**src/rtl/spi_pkg.sv**
```systemverilog
// Shared SPI constants: FSM states, default idle reply byte, command opcodes.
// No logic, no latency; consumed by the shifter and the byte-level controller.
// No flow control.
package spi_pkg;

  typedef enum logic {
    SPI_ST_IDLE   = 1'b0,
    SPI_ST_ACTIVE = 1'b1
  } spi_state_t;

  localparam logic [7:0] SPI_IDLE_BYTE_DEF = 8'h00;

  localparam logic [7:0] SPI_CMD_READ   = 8'h03;
  localparam logic [7:0] SPI_CMD_WRITE  = 8'h02;
  localparam logic [7:0] SPI_CMD_STREAM = 8'h80;

endpackage

```
**src/rtl/spi_byte_shifter_if.sv**
```systemverilog
// Pin and byte-level bus between the SPI pads/controller and spi_byte_shifter.
// No logic, no latency.
// No backpressure: SPI master owns the clock; the controller must supply tx_byte on tx_load.
interface spi_byte_shifter_if #(
  parameter int WIDTH = 8,
  parameter int CNT_W = 8
);
  logic             cs_n;
  logic             mosi;
  logic             miso;
  logic             miso_oe;
  logic [WIDTH-1:0] rx_byte;
  logic             rx_valid;
  logic [WIDTH-1:0] tx_byte;
  logic             tx_load;
  logic             frame_start;
  logic             frame_abort;
  logic [CNT_W-1:0] byte_count;

  modport master (
    output cs_n, mosi, tx_byte,
    input  miso, miso_oe, rx_byte, rx_valid, tx_load, frame_start, frame_abort, byte_count
  );

  modport slave (
    input  cs_n, mosi, tx_byte,
    output miso, miso_oe, rx_byte, rx_valid, tx_load, frame_start, frame_abort, byte_count
  );
endinterface

```
**src/rtl/spi_shift_reg.sv**
```systemverilog
// Load/shift register with serial in/out; direction set by SPI_SHIFTER_LSB_FIRST_EN.
// Latency: one sclk per load or shift; load wins over shift.
// No backpressure.
module spi_shift_reg #(
  parameter int               WIDTH   = 8,
  parameter logic [WIDTH-1:0] RST_VAL = '0
) (
  input  logic             sclk,
  input  logic             rst_n,
  input  logic             load,
  input  logic [WIDTH-1:0] load_dat,
  input  logic             shift_en,
  input  logic             ser_in,
  output logic [WIDTH-1:0] q,
  output logic             ser_out
);

  always_ff @(posedge sclk) begin
    if (!rst_n) begin
      q <= RST_VAL;
    end else if (load) begin
      q <= load_dat;
    end else if (shift_en) begin
`ifdef SPI_SHIFTER_LSB_FIRST_EN
      q <= {ser_in, q[WIDTH-1:1]};
`else
      q <= {q[WIDTH-2:0], ser_in};
`endif
    end
  end

`ifdef SPI_SHIFTER_LSB_FIRST_EN
  assign ser_out = q[0];
`else
  assign ser_out = q[WIDTH-1];
`endif

endmodule

```
**src/rtl/spi_byte_shifter.sv**
```systemverilog
// SPI slave serial front end: MOSI -> rx_byte, tx_byte -> MISO, frame/abort tracking (SPI_SHIFTER_LSB_FIRST_EN = LSB first).
// Latency: rx_byte on the edge sampling the last bit; reply goes out during the following byte.
// No backpressure: tx_byte must be valid whenever tx_load pulses.
module spi_byte_shifter
  import spi_pkg::*;
#(
  parameter int               WIDTH     = 8,
  parameter int               CNT_W     = 8,
  parameter logic [WIDTH-1:0] IDLE_BYTE = WIDTH'(SPI_IDLE_BYTE_DEF)
) (
  input  logic               sclk,
  input  logic               rst_n,
  spi_byte_shifter_if.slave  bus
);

  localparam int BIT_W = (WIDTH > 2) ? $clog2(WIDTH) : 1;
  localparam logic [BIT_W-1:0] LAST_BIT = BIT_W'(WIDTH - 1);

  spi_state_t       state;
  logic [BIT_W-1:0] bit_cnt;
  logic             cs_act;
  logic             byte_done;
  logic [WIDTH-1:0] rx_q;
  logic [WIDTH-1:0] rx_nxt;
  logic             rx_unused_ser;
  logic [WIDTH-1:0] tx_unused_q;

  assign cs_act    = ~bus.cs_n;
  assign byte_done = cs_act && (bit_cnt == LAST_BIT);

`ifdef SPI_SHIFTER_LSB_FIRST_EN
  assign rx_nxt = {bus.mosi, rx_q[WIDTH-1:1]};
`else
  assign rx_nxt = {rx_q[WIDTH-2:0], bus.mosi};
`endif

  spi_shift_reg #(
    .WIDTH   (WIDTH),
    .RST_VAL ('0)
  ) u_rx_sr (
    .sclk     (sclk),
    .rst_n    (rst_n),
    .load     (1'b0),
    .load_dat ('0),
    .shift_en (cs_act),
    .ser_in   (bus.mosi),
    .q        (rx_q),
    .ser_out  (rx_unused_ser)
  );

  // Deselect reloads the idle byte so every frame opens with IDLE_BYTE on MISO.
  spi_shift_reg #(
    .WIDTH   (WIDTH),
    .RST_VAL (IDLE_BYTE)
  ) u_tx_sr (
    .sclk     (sclk),
    .rst_n    (rst_n),
    .load     (!cs_act || byte_done),
    .load_dat (cs_act ? bus.tx_byte : IDLE_BYTE),
    .shift_en (cs_act),
    .ser_in   (1'b0),
    .q        (tx_unused_q),
    .ser_out  (bus.miso)
  );

  always_ff @(posedge sclk) begin
    if (!rst_n) begin
      state           <= SPI_ST_IDLE;
      bit_cnt         <= '0;
      bus.rx_byte     <= '0;
      bus.byte_count  <= '0;
      bus.rx_valid    <= 1'b0;
      bus.tx_load     <= 1'b0;
      bus.frame_start <= 1'b0;
      bus.frame_abort <= 1'b0;
      bus.miso_oe     <= 1'b0;
    end else begin
      bus.rx_valid    <= 1'b0;
      bus.tx_load     <= 1'b0;
      bus.frame_start <= 1'b0;
      bus.frame_abort <= 1'b0;

      case (state)
        SPI_ST_IDLE: begin
          if (cs_act) begin
            state           <= SPI_ST_ACTIVE;
            bus.miso_oe     <= 1'b1;
            bus.frame_start <= 1'b1;
            bus.byte_count  <= '0;
          end else begin
            bus.miso_oe <= 1'b0;
          end
        end
        SPI_ST_ACTIVE: begin
          if (!cs_act) begin
            state           <= SPI_ST_IDLE;
            bus.miso_oe     <= 1'b0;
            bus.frame_abort <= (bit_cnt != '0);
          end else begin
            bus.miso_oe <= 1'b1;
          end
        end
        default: state <= SPI_ST_IDLE;
      endcase

      // Bit/byte bookkeeping; the entering edge of a frame is already bit 0.
      if (!cs_act) begin
        bit_cnt <= '0;
      end else if (byte_done) begin
        bit_cnt      <= '0;
        bus.rx_byte  <= rx_nxt;
        bus.rx_valid <= 1'b1;
        bus.tx_load  <= 1'b1;
        if (bus.byte_count != '1) begin
          bus.byte_count <= bus.byte_count + 1'b1;
        end
      end else begin
        bit_cnt <= bit_cnt + 1'b1;
      end
    end
  end

endmodule

```
**src/flat_wrapper.sv**
```systemverilog
// flat-port wrapper written by rule: the top's interface ports become plain ports
module spi_byte_shifter_flat import spi_pkg::*;
#(
  parameter int               WIDTH     = 8,
  parameter int               CNT_W     = 8,
  parameter logic [WIDTH-1:0] IDLE_BYTE = WIDTH'(SPI_IDLE_BYTE_DEF)
)
  (sclk, rst_n, bus_cs_n, bus_mosi, bus_tx_byte, bus_miso, bus_miso_oe, bus_rx_byte, bus_rx_valid, bus_tx_load, bus_frame_start, bus_frame_abort, bus_byte_count);
  spi_byte_shifter_if #(.WIDTH(WIDTH), .CNT_W(CNT_W)) bus_i ();
  input  logic sclk;
  input  logic rst_n;
  input wire logic [$bits(bus_i.cs_n)-1:0] bus_cs_n;
  input wire logic [$bits(bus_i.mosi)-1:0] bus_mosi;
  input wire logic [$bits(bus_i.tx_byte)-1:0] bus_tx_byte;
  output wire logic [$bits(bus_i.miso)-1:0] bus_miso;
  output wire logic [$bits(bus_i.miso_oe)-1:0] bus_miso_oe;
  output wire logic [$bits(bus_i.rx_byte)-1:0] bus_rx_byte;
  output wire logic [$bits(bus_i.rx_valid)-1:0] bus_rx_valid;
  output wire logic [$bits(bus_i.tx_load)-1:0] bus_tx_load;
  output wire logic [$bits(bus_i.frame_start)-1:0] bus_frame_start;
  output wire logic [$bits(bus_i.frame_abort)-1:0] bus_frame_abort;
  output wire logic [$bits(bus_i.byte_count)-1:0] bus_byte_count;
  assign bus_i.cs_n = bus_cs_n;
  assign bus_i.mosi = bus_mosi;
  assign bus_i.tx_byte = bus_tx_byte;
  assign bus_miso = bus_i.miso;
  assign bus_miso_oe = bus_i.miso_oe;
  assign bus_rx_byte = bus_i.rx_byte;
  assign bus_rx_valid = bus_i.rx_valid;
  assign bus_tx_load = bus_i.tx_load;
  assign bus_frame_start = bus_i.frame_start;
  assign bus_frame_abort = bus_i.frame_abort;
  assign bus_byte_count = bus_i.byte_count;
  spi_byte_shifter #(.WIDTH(WIDTH), .CNT_W(CNT_W), .IDLE_BYTE(IDLE_BYTE)) u_core (.sclk(sclk), .rst_n(rst_n), .bus(bus_i));
endmodule
```
**config.mk**
```make
export PLATFORM = sky130hd
export DESIGN_NAME = spi_byte_shifter_flat
export DESIGN_NICKNAME = d
export VERILOG_FILES = /design/src/rtl/spi_pkg.sv /design/src/rtl/spi_byte_shifter_if.sv /design/src/rtl/spi_shift_reg.sv /design/src/rtl/spi_byte_shifter.sv /design/src/flat_wrapper.sv
export SDC_FILE = /design/constraint.sdc
export NUM_CORES = 1
export LEC_CHECK = 0
export BUFFER_PORTS_ARGS = -buffer_cell sky130_fd_sc_hd__buf_2
export CAP_MARGIN = 20
export CELL_PAD_IN_SITES_DETAIL_PLACEMENT = 2
export CELL_PAD_IN_SITES_GLOBAL_PLACEMENT = 2
export CORE_MARGIN = 3
export CORE_UTILIZATION = 34
export DETAILED_ROUTE_END_ITERATION = 12
export HOLD_SLACK_MARGIN = 0.08
export PLACE_DENSITY = 0.88
export SLEW_MARGIN = 20
export SYNTH_ARGS = -nofsm -noshare
export SYNTH_HDL_FRONTEND = slang
export SYNTH_SLANG_ARGS = --single-unit
```
**constraint.sdc**
```tcl
create_clock -name sclk -period 3 [get_ports sclk]
set_input_delay 0.6 -clock sclk [delete_from_list [all_inputs] [get_ports sclk]]
set_output_delay 0.6 -clock sclk [all_outputs]
set_load 0.02 [all_outputs]
```
== After elaboration in Yosys (flattened, before gate mapping) ==
Cells that the tools add are included.
Word-level totals
  register bits: 38
  input bits: 12
  output and inout port bits: 22
Cells by class
  add/subtract/negate cells: 2
  eq/ne operators: 3
  muxes and demuxes: 10
  bitwise operators: 2
  reductions and logical operators: 8
Operators with widths (count)
  2-to-1 mux 8 bit: 8
  adder 8 x 1 -> 8 bit (second input constant): 1
  != test 8 bit (second input constant): 1
  OR reduction 2 bit: 2
  adder 3 x 1 -> 3 bit (second input constant): 1
  equality test 3 bit (second input constant): 1
  AND reduction 3 bit: 1
  nonzero test 3 bit: 1
  OR reduction 3 bit: 1
  2-to-1 mux 1 bit: 2
  != test 2 x 1 -> 1 bit (second input constant): 1
  NOT 1 bit: 2
  AND reduction 2 bit: 1
  logical AND 1 bit: 1
  logical OR 1 bit: 1

== Logic depth before layout (Yosys ltp) ==
  word-level depth: 5
  gate-level depth with buffers: 7
  mapped depth without buffers: 6

== Modules after synthesis ==
From an unflattened synthesis, not the netlist that was laid out.
Second synthesis, totals
  cell total of the unflattened synthesis: 204
  area total of the unflattened synthesis: 2005.7 µm²
By module, submodules not included
  spi_byte_shifter: times used 1, cells an instance 132, area an instance 1109.8 µm², seq. area each 460.4 µm²
  spi_shift_reg: times used 2, cells an instance 36, area an instance 447.9 µm², seq. area each 160.2 µm²

== Worst setup path after synthesis ==
No wires, ideal clock.
  path type: reg2reg
  from: register u_core.bus.byte_count[0]
  to: register u_core.bus.byte_count[5]
  arrival time: 1492 ps
  slack: 1391 ps
  cell stages (with the launch flop): 6
  path buffers: 0
  cells stage by stage: dfxtp_1 > ha_1 > nand4_2 > a21oi_1 > o21bai_1 > a32o_1
Between the ends
  cells in the longest elaborated chain, start to end: 4
  elaborated cells between the ends (all ways): 5
  classes of those cells: add/sub: 1; eq/ne: 1; mux: 3
Ends and longest elaborated chain
  from (decl): RTL line spi_byte_shifter_if.sv:27  | output miso, miso_oe, rx_byte, rx_valid, tx_load, frame_start, frame_abort, byte_count
  from (signal assigned): RTL line spi_byte_shifter.sv:115  | bus.byte_count <= bus.byte_count + 1'b1;
  adder 8 x 1 -> 8 bit or != test 8 bit (tied branches): RTL line spi_byte_shifter.sv:115, spi_byte_shifter.sv:114
  2-to-1 mux 8 bit (*): RTL line spi_byte_shifter.sv:114  | if (bus.byte_count != '1) begin
  2-to-1 mux 8 bit (*): RTL line spi_byte_shifter.sv:109  | end else if (byte_done) begin
  2-to-1 mux 8 bit (*): RTL line spi_byte_shifter.sv:107  | if (!cs_act) begin
Every way passes the cells marked *; elsewhere a longest branch is shown, timed or not.
A chain may end at the register's enable or synchronous reset.

== Worst setup path in the final report ==
  from: register u_core.bit_cnt[0]
  to: register u_core.bus.byte_count[1]
Between the ends
  cells in the longest elaborated chain, start to end: 4
Ends and longest elaborated chain
  from (decl): RTL line spi_byte_shifter.sv:20  | logic [BIT_W-1:0] bit_cnt;
  from (signal assigned): RTL line spi_byte_shifter.sv:118  | bit_cnt <= bit_cnt + 1'b1;
  equality test 3 bit: RTL line spi_byte_shifter.sv:29  | assign byte_done = cs_act && (bit_cnt == LAST_BIT);
  logical AND 1 bit: RTL line spi_byte_shifter.sv:29
  2-to-1 mux 8 bit: RTL line spi_byte_shifter.sv:109
  2-to-1 mux 8 bit: RTL line spi_byte_shifter.sv:107
No other way between the ends.

==> impl_metrics.ini <==
[synth]
synth_largest_area_cell = dfxtp_1
yosysSeqAreaShare_pct = 49.1
synth.top_cell.area_share_pct = 49.1
avgSynthCellArea_um2 = 9.11
synth_warnings = 0
syn_inst = 170
synth_nets = 186
synth_cell_types = 37
synth_edf_count = 0
syn_area_mm2 = 0.00155
ys.flop_type = dfxtp_1
postSynth.asyncResetShare_pct = 0
synth.top_cells.by_area = dfxtp_1 49%, mux2i_1 9.7%, nand2_1 5.6%, a21oi_1 5.5%, nor2_1 4.4%
synth_seq_cells = 38

[grt]
grt_pass1_vias = 1467
antenna_found_initial = 0
grt_pass1_wl_um = 7040
grt_use_total_pct = 17.5
globalRoute.totalOverflow = 0
grt_max_degree = 23

[floorplanning]
dieHeight_um = 73.5
coreArea_mm2 = 0.00420
ios = 34
dieArea_mm2 = 0.00540
start_util_pct = 36.9
rows = 23
die_x_um = 73.5

[route]
postRouteAntennaNets = 0
vias = 1347
viasPerCell = 5.35
wl_um = 4290
drt_iter0_drc = 81
drc = 0
first_pass_iters = 4
avgRoutedWirePerCell_um = 17.0

[critical_path]
crit_path_start_kind = flip-flop
endpoint_kind = flip-flop
cp_top_family = simple AND/OR/NAND/NOR gates
cp_max_fo = 13
cp_cell_sequence = ha_1, ha_1, nor2b_4, o21ai_2, or3b_1, a21oi_1
crit_arrival_ns = 2.49
max_stage_delay_ns = 0.54
cpMostUsedCell = ha_1
cp_data_required_time_ns = 3.21
path_buf_inv = 0
crit_type = flip-flop to flip-flop
slowest_stage = ha_1

[timing]
holdWs_ns = 0.455
fin_crit_ns = 2.28
final.setup.worst_slack_ns = 0.723
final_max_slew_viol_count = 0
timing.fmax_mhz = 439
slew_headroom_pct = 53.2
timing.final.crit_share_pct = 75.9
hold_violations = 0
rsz0062_at_grt = false
skew_ns = 0.00781
setup_viol = 0
worstMarginPinSlew_ns = 0.701
final.setup.tns_ns = 0

[place]
hpwl_um = 3070
gp_congestion = 0.737
port-buffer-count = 33
dp_slack_ns = 0.733

[layout]
layout.area.seq_um2 = 761
final.fill_count = 479
final_cell_mix = 38 x dfxtp_1, 33 x buf_2, 23 x nand2_1, 18 x nor2_1, 17 x a21oi_1
multi_input_area_um2 = 717
n_antenna_cell = 0
area_growth_pct = 17.7
drive_gt1_share_pct = 22.3
nNetsFinal = 217
mostFrequentLayoutCell = dfxtp_1

[hold_path]
holdCritPathClass = flip-flop to flip-flop

[power]
internal_power_uw = 709
p_per_area_mw_per_mm2 = 504
swShare_pct = 22.8
power.static_leakage_nw = 0.755
p_seq_share_pct = 55.9
clkPwrFrac_pct = 39.8
worst_ir_drop_vdd_mv = 0.277
comb_power_share_pct = 4.3
p_switching_uw = 209

[clock_network]
clock-sinks = 38
clk_pin_slew_ns = 0.08
cts_hold_buf = 0
clockRootBuffer = clkbuf_8
insertion_delay_ns = 0.29
post_cts_buffers = 0
cts.path.max_buffers = 2
cts_tree = built
post_cts_resized = 0
numCtsBuffers = 5
h-tree-depth = 2

[run]
maxCapViolCount = 0

[outcome]
status = finished clean
==> through the flow <==
stage	power (mW)	instances	util [%]	instance area (um^2)
after floorplan	0.548	170	-	1550
after global placement	0.562	244	41.2	1730
after detailed placement	0.564	244	41.2	1730
after CTS	0.934	252	43.4	1820
after global routing	0.965	252	43.4	1820
final	0.918	252	43.4	1820
==> power groups by stage <==
stage / Sequential, mW / Clock (mW) / Combinational, mW
after global placement: 0.524 / 0 / 0.0376
after floorplan: 0.525 / 0 / 0.0224
after detailed placement: 0.525 / 0 / 0.0394
final: 0.513 / 0.366 / 0.0394
after global routing: 0.514 / 0.407 / 0.0440
after CTS: 0.513 / 0.381 / 0.0398
==> kinds of logic (layout without fill, tap and decap cells) <==
kind of cell / count (synthesis) / after routing / share of synthesized area [%]
AND/OR/NAND/NOR: 63 / 63 / 19.5
flip-flops: 38 / 38 / 49.1
AO/OA/AOI/OAI: 33 / 33 / 13.3
buffers and inverters: 16 / 48 / 4.60
multiplexers: 15 / 15 / 9.69
adder cells (fa/ha/maj): 4 / 4 / 3.23
XOR/XNOR: 1 / 1 / 0.566
==> state kept, by name, summed over array words and instances (netlist names) <==
| signal | count |
|---|---|
| u_core.bus.byte_count | 8 |
| u_core.bus.rx_byte | 8 |
| u_core.u_tx_sr.q | 8 |
| u_core.u_rx_sr.q | 7 |
| u_core.bit_cnt | 3 |
| u_core.bus.frame_abort | 1 |
| u_core.bus.frame_start | 1 |
| u_core.bus.rx_valid | 1 |
| u_core.state | 1 |
==> area by class of cell <==
cell class	instances	share of cell area, %
clock buffers	7	4.74
flip-flops and latches	38	41.7
well taps	50	3.43
inverters	7	1.44
multi-input cells	116	39.3
repair buffers	33	9.06
clock inverters	1	0.275
==> cell usage after synthesis, types with 2 or more instances <==
cell and n:
a31oi_1 2, inv_1 6, o21ai_0 2, mux2i_1 15, clkbuf_1 2, nor2_1 18
buf_2 6, and3_1 3, nand2_1 23, nor3_1 5, nand3_1 4, a21oi_1 17
dfxtp_1 38, ha_1 4, nand2b_1 2, a21o_1 2
==> worst paths after layout <==
kind / cells past startpoint / startpoint / to / slack (ns)
worst max-delay path: 6 / u_core.bit_cnt[0] / u_core.bus.byte_count[1] / 0.72
worst min-delay path: 2 / u_core.bus.rx_byte[5] / u_core.bus.rx_byte[5] / 0.46
worst max register to register: 6 / u_core.bit_cnt[0] / u_core.bus.byte_count[1] / 0.72
worst min register to register: 2 / u_core.bus.rx_byte[5] / u_core.bus.rx_byte[5] / 0.46
==> tightest hold or removal path, cell delays in order, from the launching register on <==
cell,delay [ns]
dfxtp_1,0.31
nand2_1,0.05
a21oi_1,0.05
==> routing by layer <==
metal	track usage [%]	vias up	routed length (um)
li1	-	648	-
met1	18.9	668	1750
met3	5.47	6	184
met5	0	-	0
met4	4.83	0	42
met2	32.3	25	2310
(Power assumes the default switching activity.)
